**src/rtl/fetch_ctrl.sv**
```systemverilog
// -----------------------------------------------------------------------------
// fetch_ctrl
// Instruction fetch sequencer. Issues one read at a time to instruction memory,
// latches the returned word for the decoder and holds it until consumed.
// Redirects (branch/jump/trap) reload the PC at any time. Responses that are
// still owed for abandoned requests are drained and discarded. A misaligned
// fetch target parks the block in FAULT until an aligned redirect arrives.
//
// Ports
//   clk_i, rstn_i          clock, asynchronous active-low reset
//   mem_req_o/mem_addr_o   read request and byte address (address = pc_q)
//   mem_gnt_i              request accepted this cycle
//   mem_rvalid_i/rdata_i   in-order read response, one per grant
//   instr_o/pc_o           latched word and its address
//   dec_enable_o           instr_o valid (HOLD only)
//   dec_ready_i            decoder consumes instr_o this cycle
//   redirect_i/_pc_i       single-cycle PC reload
//   fault_o                misaligned fetch target
//
// state   | meaning
// S_REQ   | request on the bus, waiting for grant
// S_WAIT  | granted, waiting for the response
// S_HOLD  | word presented to the decoder
// S_DRAIN | discarding a response owed to an abandoned request
// S_FAULT | misaligned target, waiting for an aligned redirect
// -----------------------------------------------------------------------------
module fetch_ctrl #(
    parameter logic [31:0] RESET_PC = 32'h0000_0000
) (
    input  logic        clk_i,
    input  logic        rstn_i,
    output logic        mem_req_o,
    output logic [31:0] mem_addr_o,
    input  logic        mem_gnt_i,
    input  logic        mem_rvalid_i,
    input  logic [31:0] mem_rdata_i,
    output logic [31:0] instr_o,
    output logic        dec_enable_o,
    input  logic        dec_ready_i,
    input  logic        redirect_i,
    input  logic [31:0] redirect_pc_i,
    output logic [31:0] pc_o,
    output logic        fault_o
);

    typedef enum logic [2:0] {
        S_REQ,
        S_WAIT,
        S_HOLD,
        S_DRAIN,
        S_FAULT
    } state_e;

    state_e      state_q, state_d;
    logic [31:0] pc_q, pc_d;
    logic [31:0] instr_q, instr_d;
    logic [31:0] pco_q, pco_d;
    // Keeps the request low until the first clock edge after reset release.
    logic        run_q;
    logic        granted;

    assign granted = run_q && mem_gnt_i;

    always_comb begin
        state_d = state_q;
        pc_d    = pc_q;
        instr_d = instr_q;
        pco_d   = pco_q;

        case (state_q)
            S_REQ:   if (granted) state_d = S_WAIT;
            S_WAIT: begin
                if (mem_rvalid_i) begin
                    instr_d = mem_rdata_i;
                    pco_d   = pc_q;
                    pc_d    = pc_q + 32'd4;
                    state_d = S_HOLD;
                end
            end
            S_HOLD:  if (dec_ready_i) state_d = S_REQ;
            S_DRAIN: if (mem_rvalid_i) state_d = S_REQ;
            default: ;
        endcase

        // Redirect overrides the normal transition; the only thing it must not
        // disturb is tracking of a response that is still owed.
        if (redirect_i) begin
            pc_d = redirect_pc_i;
            case (state_q)
                S_REQ:   state_d = granted ? S_DRAIN : S_REQ;
                S_WAIT: begin
                    instr_d = instr_q;
                    pco_d   = pco_q;
                    state_d = mem_rvalid_i ? S_REQ : S_DRAIN;
                end
                S_HOLD:  state_d = S_REQ;
                S_FAULT: state_d = S_REQ;
                default: ;
            endcase
        end

        if (state_d == S_REQ && pc_d[1:0] != 2'b00) state_d = S_FAULT;
    end

    always_ff @(posedge clk_i or negedge rstn_i) begin
        if (!rstn_i) begin
            state_q <= S_REQ;
            pc_q    <= RESET_PC;
            instr_q <= 32'h0;
            pco_q   <= 32'h0;
            run_q   <= 1'b0;
        end else begin
            state_q <= state_d;
            pc_q    <= pc_d;
            instr_q <= instr_d;
            pco_q   <= pco_d;
            run_q   <= 1'b1;
        end
    end

    assign mem_req_o    = run_q && (state_q == S_REQ);
    assign mem_addr_o   = pc_q;
    assign instr_o      = instr_q;
    assign pc_o         = pco_q;
    assign dec_enable_o = (state_q == S_HOLD);
    assign fault_o      = (state_q == S_FAULT);

endmodule
```
**config.mk**
```make
export PLATFORM = sky130hd
export DESIGN_NAME = fetch_ctrl
export DESIGN_NICKNAME = d
export VERILOG_FILES = /design/src/rtl/fetch_ctrl.sv
export SDC_FILE = /design/constraint.sdc
export NUM_CORES = 1
export LEC_CHECK = 0
export ABC_AREA = 0
export CAP_MARGIN = 20
export CORE_AREA = 2 2 83 145
export DETAILED_ROUTE_END_ITERATION = 6
export DIE_AREA = 0 0 85 147
export PLACE_DENSITY = 0.79
export SLEW_MARGIN = 20
export SYNTH_ARGS = -nofsm -noshare
export SYNTH_HDL_FRONTEND = slang
export SYNTH_SLANG_ARGS = --single-unit
```
**constraint.sdc**
```tcl
create_clock -name clk_i -period 2 [get_ports clk_i]
set_input_delay 0.6 -clock clk_i [delete_from_list [all_inputs] [get_ports clk_i]]
set_output_delay 0.6 -clock clk_i [all_outputs]
set_load 0.1 [all_outputs]
```
## Yosys cells after proc, flatten, opt, wreduce, memory -nomap -nowiden

Index checks and enable logic that the tools add are counted.
W data, S select, Z words.

| storage, ports and cells | value |
|---|---|
| bits in registers | 100 |
| bits of input ports | 70 |
| output and inout bits | 99 |

| cells by class | value |
|---|---|
| equality and inequality tests | 5 |
| add/sub/neg operators | 1 |
| multiplexer cells | 21 |
| reduce and logical (&&, ||, !) cells | 10 |

Operators by type and width:

| kind | number |
|---|---|
| $mux W32 | 11 |
| $add A32 B3 Y32 const B | 1 |
| $mux W3 | 6 |
| $pmux W3 S4 | 1 |
| $pmux W3 S3 | 1 |
| $eq A3 B2 Y1 const B | 2 |
| $logic_not A3 Y1 | 2 |
| $reduce_bool A2 Y1 | 3 |
| $mux W2 | 2 |
| $eq A3 B1 Y1 const B | 1 |
| $eq A3 B3 Y1 const B | 1 |
| $logic_and A1 B1 Y1 | 3 |
| $ne A2 B2 Y1 const B | 1 |
| $reduce_and A2 Y1 | 1 |
| $reduce_or A2 Y1 | 1 |

## Longest topological paths before layout

Gate-level depths: netlist of the first run.

| depth | value |
|---|---|
| depth in word-level cells | 8 |
| gate-level depth with buffers | 8 |

## Worst setup path after synthesis of the first run

No wires, ideal clock.

| timing path | value |
|---|---|
| kind | register to output |
| from | reg state_q[0] |
| to | out fault_o |
| arrival time | 2.551 ns |
| required time | 1.400 ns |
| buffers on the path | 1 |
| cell stages (with the launch flop) | 3 |
| setup slack | -1.151 ns |
| cell sequence | dfrtp_1 buf_4 nor3_1 |

| on the way | value |
|---|---|
| word-level cells in the longest chain between the ends | 1 |

Ends and longest elaborated chain:

| item | RTL line | RTL |
|---|---|---|
| start, declared | 54 | `state_e state_q, state_d;` |
| start signal, assigned | 113 | `state_q <= state_d;` |
| $eq A3 B3 Y1 | 126 | `assign fault_o = (state_q == S_FAULT);` |
| end, declared | 43 | `output logic fault_o` |

Every way passes these cells.

## Worst setup path after layout of the first run

| timing path | value |
|---|---|
| from | in mem_rvalid_i |
| to | reg pc_q[30] (netlist: mem_addr_o[30]) |

| on the way | value |
|---|---|
| word-level cells in the longest chain between the ends | 2 |

Ends and longest elaborated chain:

| item | RTL line | RTL |
|---|---|---|
| start, declared | 35 | `input logic mem_rvalid_i,` |
| $reduce_bool A2 Y1 (no line) | n/a |  |
| $reduce_and A2 Y1 (no line) | n/a |  |
| end signal, assigned | 114 | `pc_q <= pc_d;` |
| end, declared | 55 | `logic [31:0] pc_q, pc_d;` |

Every way passes these cells.
A chain may end at the register's enable or synchronous reset.

==> results.md, run 1 <==
- The H-tree was split into 3 levels.
- The remaining number of nets flagged by the antenna check after routing is 0.
- The sum of net half-perimeters after detailed placement is 10100 um.
- The finished cells cover 0.00808 sq mm.
- Hold repair after CTS inserted 0 buffers.
- The largest net degree at the start of global routing is 48.
- The final-report max-slew violation count is 0.
- The leading register cell type out of synthesis is sky130_fd_sc_hd__dfrtp_1.
- The tool flagged a number of max-cap violations equal to 0.
- The critical path is of the input port to flop type.
- The endpoint identified for the worst register-to-register timing path is mem_addr_o[17].
- The total count of hold-check failures in the final report is 0.
- The die is 147 um tall.
- The clock passes through at most 2 buffers.
- The number of different library cells in the post-synthesis netlist is 37.
- The sequential fraction of the synthesis area is 56.0%.
- The number of input and output port buffers inserted is 168.
- The count of warnings emitted by yosys is 0.
- The clock tree root driver cell is sky130_fd_sc_hd__clkbuf_16.
- The clock drives 100 sinks.
- Routability-driven placement finished with a final weighted congestion of 0.806.
- The routed layout has 3950 vias.
- In the global route stage, overall resource usage came out at 22.1%.
- The area of the core is 0.0114 sq mm.
- The number of cells on the worst reg-to-reg path is 5.
- The share of async-settable or async-resettable flops after synthesis is 100%.
- The share of the clock period used by the worst path is 104%.
- The detailed-route wire length is 13800 um.
- The source of the worst register-to-register timing path is state_q[2].
- After detailed routing, the number of remaining DRC violations is 0.
- The final reports fail on setup timing.
- The number of nets in the synthesized netlist is 449.
- The gate count of the mapped netlist is 378.
- The final critical-path required period is 2.08 ns.
- The worst min-delay path category is input port to async pin.
- The filler cell count in the final layout is 716.
- The cell area after technology mapping is 0.00447 sq mm.
- STA puts the critical path data required time at 2.27 ns.
- The number of clock buffers inserted by TritonCTS is 9.
- The detailed router's first-iteration violation count is 337.
- STA classifies the critical path startpoint as an input port.
- The setup slack of the worst register-to-register path is 0.02 ns.
- After floorplanning, the core was divided into 52 placement rows.
- The worst-case headroom to the max-slew limit is 65.4%.
- The floorplan step set the die width to 85 um.
- The global route total overflow is 0.
- The top achievable clock speed is 482 MHz.
- The finished layout holds 715 standard cells, fillers aside.
- At the worst endpoint, the arrival time is 2.35 ns.
- The initial antenna violation count is 1.
- The floorplan die area is 0.0125 sq mm.
- The starting utilization of the core area is 39.2%.
- At the end of the flow, the number of nets in the layout was 645.
- On the final layout, the worst hold slack is 0.235 ns.
- Setup repair after global routing could not meet its margin everywhere.
- The element type at the critical path end is a flop.
- The synthesized design contains 0 enable-type register cells.
- From synthesis to final layout, the design area changed by 80.8%.
- Of the cells placed in the final design, the portion with a size suffix greater than 1 is 45.6%.
- Clock-pin slew was measured on the worst setup and hold paths at 0.06 ns.
- The global-route wire length before repair is 21700 um.
- The share of the core filled with cells is 71.0%.
- Along the worst path, the maximum fanout reaches 3.
- Before antenna repair, the detailed router went through 4 iterations.
- The TritonCTS clock tree is built.
- After detailed placement, the design holds a cell count of 688.
- The average wire length per cell after detail routing is 19.3 um.
- Clock skew on the completed layout was measured at 0.00622 ns.
- The run finished, with violations left.
- The mean area per synthesized cell is 11.8 sq um.
- After layout, the worst setup slack is -0.0758 ns.
- The clock reaches the later pin of the worst-skew pair after 0.34 ns.
- Setup violations remaining at the end of the flow were counted as 3.
- The transition time of the tightest slew-check pin is 0.518 ns.
- The placed instances occupy a cell area of 0.00760 sq mm.
- Counting flops and latches in the post-synthesis netlist gives 100.
- After detailed routing, the number of vias per cell comes to 5.52.
- In this run the count of I/O pins placed on the die edge is 169.
- The via count of the first global-routing pass came to 4223.
## cells in the mapped netlist, types with 2 or more instances
master | count | area share (%)
sky130_fd_sc_hd__a31oi_1 | 19 | 2.7
sky130_fd_sc_hd__and3_1 | 6 | 0.84
sky130_fd_sc_hd__and4_1 | 6 | 1.2
sky130_fd_sc_hd__buf_2 | 11 | 1.2
sky130_fd_sc_hd__clkbuf_1 | 11 | 0.92
sky130_fd_sc_hd__dfrtp_1 | 100 | 56
sky130_fd_sc_hd__inv_1 | 4 | 0.34
sky130_fd_sc_hd__mux2_2 | 66 | 17
sky130_fd_sc_hd__nand2_1 | 24 | 2.0
sky130_fd_sc_hd__nand2b_1 | 2 | 0.28
sky130_fd_sc_hd__nand3_1 | 14 | 1.6
sky130_fd_sc_hd__nand4_1 | 10 | 1.4
sky130_fd_sc_hd__nor2_1 | 22 | 1.8
sky130_fd_sc_hd__nor2b_1 | 2 | 0.28
sky130_fd_sc_hd__nor3_1 | 3 | 0.34
sky130_fd_sc_hd__nor4_1 | 3 | 0.42
sky130_fd_sc_hd__o21ai_0 | 17 | 1.9
sky130_fd_sc_hd__o31a_1 | 2 | 0.39
sky130_fd_sc_hd__o31ai_1 | 13 | 2.2
sky130_fd_sc_hd__or3_1 | 6 | 0.84
sky130_fd_sc_hd__or4_1 | 13 | 2.2
sky130_fd_sc_hd__xnor2_1 | 4 | 0.78
sky130_fd_sc_hd__xor2_1 | 6 | 1.2
## through the flow
step                setup slack [ns]  setup TNS [ns]
floorplan                    -0.0114         -0.0133
global placement              -0.532          -30.72
detailed placement            -0.648          -40.21
CTS                           0.0178               0
global route                 -0.0962          -0.433
finish                       -0.0758         -0.0828
## placed cells by master (no fill, tap or decap), types with 9 or more instances in the layout
cell,count
sky130_fd_sc_hd__or4_1,13
sky130_fd_sc_hd__clkbuf_16,9
sky130_fd_sc_hd__buf_4,34
sky130_fd_sc_hd__dfrtp_2,11
sky130_fd_sc_hd__nand2_1,23
sky130_fd_sc_hd__mux2_2,66
sky130_fd_sc_hd__a31oi_1,19
sky130_fd_sc_hd__nand3_1,13
sky130_fd_sc_hd__o31ai_1,13
sky130_fd_sc_hd__dfrtp_4,17
sky130_fd_sc_hd__dfrtp_1,72
sky130_fd_sc_hd__nand4_1,10
sky130_fd_sc_hd__nor2_1,19
sky130_fd_sc_hd__buf_12,102
sky130_fd_sc_hd__o21ai_0,17
sky130_fd_sc_hd__clkdlybuf4s50_1,67
## worst max-delay path by stage
| stage | end | from | slack, ns | cells after the start |
|---|---|---|---|---|
| detailed placement | mem_addr_o[29] | mem_rvalid_i | -0.65 | 6 |
| CTS | mem_addr_o[29] | state_q[2] | 0.02 | 5 |
| finish | mem_addr_o[30] | mem_rvalid_i | -0.08 | 6 |
| floorplan | mem_addr_o[26] | mem_addr_o[2] | -0.01 | 7 |
| global placement | mem_addr_o[29] | mem_rvalid_i | -0.53 | 6 |
| global route | mem_addr_o[30] | mem_rvalid_i | -0.1 | 6 |
## metal layers
layer / vias to the layer above / wire length [um] / GRT usage (%)
met5: - / 0 / 0
li1: 1794 / - / -
met1: 1964 / 4790 / 23.4
met3: 30 / 638 / 5.00
met4: 0 / 426 / 9.13
met2: 162 / 7920 / 41.1
## registers in the layout (all words and copies together) (netlist names)
register    cells
pc_o           32
state_q         3
run_q           1
instr_o        32
mem_addr_o     32
## final cells by class
cell class | count | area, sq um | area share, %
clock buffer | 10 | 229 | 2.83
clock inverter | 6 | 113 | 1.39
multi-input combinational | 250 | 1950 | 24.1
timing repair buffer | 208 | 3020 | 37.3
inverter | 5 | 23.8 | 0.294
sequential | 100 | 2580 | 31.9
tap | 135 | 169 | 2.09
antenna | 1 | 2.50 | 0.0310
## kinds of logic after synthesis
family          Yosys count  share of synthesized area (%)
compound gates           56                           8.04
xor+xnor                 10                           1.96
fa+ha+maj                 1                          0.280
buf+inv                  28                           2.74
flops                   100                           56.0
mux                      67                           16.9
other cells               1                         0.0839
simple gates            115                           14.0
## worst max-delay path, stage by stage
cell	delay, ns
sky130_fd_sc_hd__clkdlybuf4s15_1	0.28
sky130_fd_sc_hd__buf_4	0.16
sky130_fd_sc_hd__nor4bb_2	0.37
sky130_fd_sc_hd__nand4_1	0.16
sky130_fd_sc_hd__or4b_2	0.68
sky130_fd_sc_hd__nand3_1	0.10
## repair_timing
item,in CTS,in global routing
cloned,1,0
gates resized for setup,9,7
endpoints found under the setup margin,84,64
pin swaps,5,4
setup buffers,4,5
Power of run 1 is not shown: default switching activity piles up to over one toggle a cycle in this logic, so the estimate is an artifact.
==> inputs of run 2 (changes only) <==
- ABC_AREA: 0 -> 1
- CORE_AREA: 2 2 83 145 -> 2 2 86 149
- DIE_AREA: 0 0 85 147 -> 0 0 88 151
- PLACE_DENSITY: 0.79 -> 0.78
==> results.md, run 2 <==
- For met2 alone, demand over resource in global routing was 40.2%.
- The cell area after technology mapping is 0.00483 sq mm.
- By count the netlist is led by sky130_fd_sc_hd__nand2_1 (256), sky130_fd_sc_hd__dfrtp_1 (100), sky130_fd_sc_hd__nor2_1 (56), sky130_fd_sc_hd__inv_1 (50), sky130_fd_sc_hd__o21ai_0 (40).
- The final setup violation count is 0.
- The deepest level of the CTS H-tree is 3.
- The share of the clock period used by the worst path is 96.2%.
- The critical path required time is 1.40 ns.
- STA classifies the critical path startpoint as a flop.
- In this run the horizontal extent of the chip is 88 um.
- Ranked by total cell area, the synthesized netlist is headed by sky130_fd_sc_hd__dfrtp_1 (52%), sky130_fd_sc_hd__nand2_1 (20%), sky130_fd_sc_hd__nor2_1 (4.4%).
- In this run the static leakage power is 0.00383 uW.
- The total of flip-flops plus latches after synthesis is 100.
- The TritonCTS clock tree is built.
- The mean area per synthesized cell is 7.71 sq um.
- From bottom edge to top edge, the die measures 151 um.
- The via count of the first global-routing pass is 4687.
- The share of Yosys cell area claimed by the top area cell type is 51.8%.
- For this run, the detailed router's first-pass iteration total came to 4.
- After detailed routing, the average wire length per cell comes to 15.3 um.
- In the routed layout, each cell is associated on average with a via count of 4.86.
- Leaving out fill and tap cells, the most frequent cells in the layout are sky130_fd_sc_hd__nand2_1 (256), sky130_fd_sc_hd__buf_12 (104), sky130_fd_sc_hd__dfrtp_1 (89), sky130_fd_sc_hd__clkdlybuf4s50_1 (68), sky130_fd_sc_hd__nor2_1 (54).
- The root buffer cell chosen for the clock tree is sky130_fd_sc_hd__clkbuf_16.
- The clock network latency to the later pin of the worst-skew pair is 0.35 ns.
- The worst-case setup slack after placement is -0.0848 ns.
- The sequential fraction of the synthesis area is 51.8%.
- The met3 global-route usage is 3.65%.
- The final-report max-slew violation count is 0.
- The worst hold path belongs to the class input port to async pin.
- The critical path goes through inv_2 -> nand2_1 -> nor2_4 -> buf_12.
- Counting the buffers created by CTS gives 9.
- The final sum of negative setup slack is 0 ns.
- The most common cell in the synthesized netlist is sky130_fd_sc_hd__nand2_1.
- The run finished with clean final reports.
- For this run, the top clock speed supported by timing is 520 MHz.
- The Yosys step of the flow raised 0 warnings.
- Along the worst path, the maximum fanout reaches 6.
- After the first detailed-routing iteration, the DRC count stood at 292.
- The largest single stage delay on the critical path is 0.43 ns.
- Across all layers, the routed design uses 4738 vias.
- The setup slack of the worst register-to-register path is 0.18 ns.
- The cell type with the highest aggregate area in the netlist is sky130_fd_sc_hd__dfrtp_1.
- The total number of placement rows is 53.
- The filler cell count in the final layout is 931.
- At the end of routability-driven placement, the weighted congestion stood at 0.874.
- Relative to the synthesized area, the layout overhead comes to 68.6%.
- After detailed routing, the total wire length is 15000 um.
- The library cell used most frequently in the layout, excluding fill and tap cells, is sky130_fd_sc_hd__nand2_1.
- The power density over the cells is 1860 mW/mm^2.
- The share of the core filled with cells is 67.8%.
- The worst path needs 1.92 ns of the cycle, external delays included.
- The clock edge transition at the registers on the reported setup and hold paths is 0.07 ns.
- The setup path with the least slack is of type flop to output pin.
- The worst endpoint data arrival time is 1.32 ns.
- Once routing completed, OpenROAD measured the worst setup slack at 0.0762 ns.
- The remaining number of nets flagged by the antenna check after routing is 0.
- The total number of nets in the final design is 876.
- The starting utilization of the core area is 40.2%.
- In this run the critical register-to-register path is launched from mem_addr_o[3].
- The post-route worst hold slack is 0.175 ns.
- The element type at the critical path end is an output pin.
- The floorplan step defined a die boundary enclosing 0.0133 sq mm.
- The sum of net half-perimeters after detailed placement is 11400 um.
- The I/O pin total is 169.
- In this run, placement finished with an instance count of 955.
- The total global routing track utilization is 22.7%.
- CTS saw 100 sinks.
- The busiest layer in global routing is met2.
- The number of non-filler instances in the completed layout is 975.
- Cells with a size suffix above 1 make up 20.9% of the layout.
- In this run the tool buffered the top-level ports with 168 buffer cells.
- The first global-routing pass estimated 23300 um of wire.
- The synthesized netlist contains 31 unique library cells.
- For this run, asynchronously set or reset flops after synthesis account for 100%.
- The number of buffers added to fix hold violations after cts is 0.
- The number of enable flip-flop cells after synthesis is 0.
- The capturing point of the worst reg2reg path is mem_addr_o[24].
- Synthesis produced a netlist whose cell count is 626.
- The count of maximum capacitance violations is 0.
- Entering global routing, the biggest net connects 47 pins.
- In this run the deepest clock path goes through 2 buffers.
- The worst clock skew on the final layout is 0.00814 ns.
- The initial antenna violation count is 0.
- After global routing the overflow that remains totals 0.
- The number of antenna diodes in the final layout is 0.
- For this run, design rule violations remaining after detail routing come to 0.
- The total count of hold-check failures in the final report was 0.
- The number of nets in the synthesized netlist is 697.
- The most used flip-flop cell after synthesis is sky130_fd_sc_hd__dfrtp_1.
- The global routing met1 resource utilization is 26.7%.
- For this design, the slowest cell found on the critical path is sky130_fd_sc_hd__dfrtp_1.
- The maximum VDD drop is 0.851 mV.
- The area of the core is 0.0120 sq mm.
- Measured in cells, the most critical reg-to-reg path has a length of 8.
run 2: cell types whose count changed in the layout (fill, tap and decap cells not counted), moves of 7 or more:
cell / previous run / this run
sky130_fd_sc_hd__inv_1: 3 / 49
sky130_fd_sc_hd__nand2_1: 23 / 256
sky130_fd_sc_hd__o31ai_1: 13 / 0
sky130_fd_sc_hd__mux2_2: 66 / 0
sky130_fd_sc_hd__o21ai_0: 17 / 40
sky130_fd_sc_hd__dfrtp_4: 17 / 0
sky130_fd_sc_hd__or4_1: 13 / 0
sky130_fd_sc_hd__buf_4: 34 / 19
sky130_fd_sc_hd__nor2_2: 0 / 7
sky130_fd_sc_hd__o211ai_1: 0 / 8
sky130_fd_sc_hd__nor2_1: 19 / 54
sky130_fd_sc_hd__nand3_1: 13 / 37
sky130_fd_sc_hd__a31oi_1: 19 / 1
sky130_fd_sc_hd__dfrtp_1: 72 / 89
run 2: power breakdown:
group          internal, uW  leakage, uW  total [uW]  switching [uW]
combinational          3290      0.00245        9700            6410
sequential             2740      0.00123        3630             898
clock                   980     0.000150        1790             806
total                  7010      0.00383       15100            8110
run 2: timing repair:
action | CTS | global route
pin swaps | 0 | 0
setup endpoints to repair | 1 | 2
resized for setup | 1 | 1
setup buffers | 0 | 4
run 2: logic make-up after synthesis:
| group | Yosys count | synth area share [%] |
|---|---|---|
| compound gates | 61 | 7.20 |
| xor+xnor | 8 | 1.45 |
| fa+ha+maj | 1 | 0.259 |
| buf+inv | 75 | 6.71 |
| flops | 100 | 51.8 |
| other cells | 1 | 0.0777 |
| simple gates | 380 | 32.5 |
run 2: worst max-delay path, delay by kind of cell, from the launching register on:
| kind | cells | cell delay (ns) |
|---|---|---|
| buffers and inverters | 2 | 0.30 |
| DFF | 1 | 0.43 |
| and+or+nand+nor | 2 | 0.24 |
run 2: per-stage QoR:
step,power (uW),instance area (sq um)
final,15100,8140
after global routing,15600,8140
after CTS,15100,8110
after detailed placement,13300,7800
after global placement,13200,7800
after floorplan,9290,4850
run 2: worst max-delay path by stage:
stage	start	end	cells after the start
CTS	state_q[0]	mem_req_o	4
global placement	mem_rvalid_i	mem_addr_o[24]	8
finish	state_q[2]	mem_req_o	4
detailed placement	mem_rvalid_i	mem_addr_o[31]	8
global route	state_q[2]	mem_req_o	4
floorplan	state_q[0]	state_q[2]	9
run 2: area by class of cell:
| cell class | instances | area (sq um) | share of cell area (%) |
|---|---|---|---|
| timing repair buffer | 191 | 2910 | 35.7 |
| sequential | 100 | 2520 | 30.9 |
| multi-input combinational | 451 | 2020 | 24.8 |
| clock buffer | 9 | 225 | 2.77 |
| tap | 165 | 206 | 2.54 |
| inverter | 52 | 195 | 2.40 |
| clock inverter | 7 | 75.1 | 0.922 |
run 2: routing by layer:
metal / wire, um / part of all wire, %
met1: 5640 / 38
met4: 555 / 3.7
met2: 8240 / 55
met5: 0 / 0
met3: 534 / 3.6
No activity file was read; power rests on OpenSTA's default activity.
==> inputs of run 3 (changes only) <==
- GPL_ROUTABILITY_DRIVEN: unset -> 0
==> results of run 3 <==
Same layout as run 2: the final DEF is identical, and so are final timing and power.
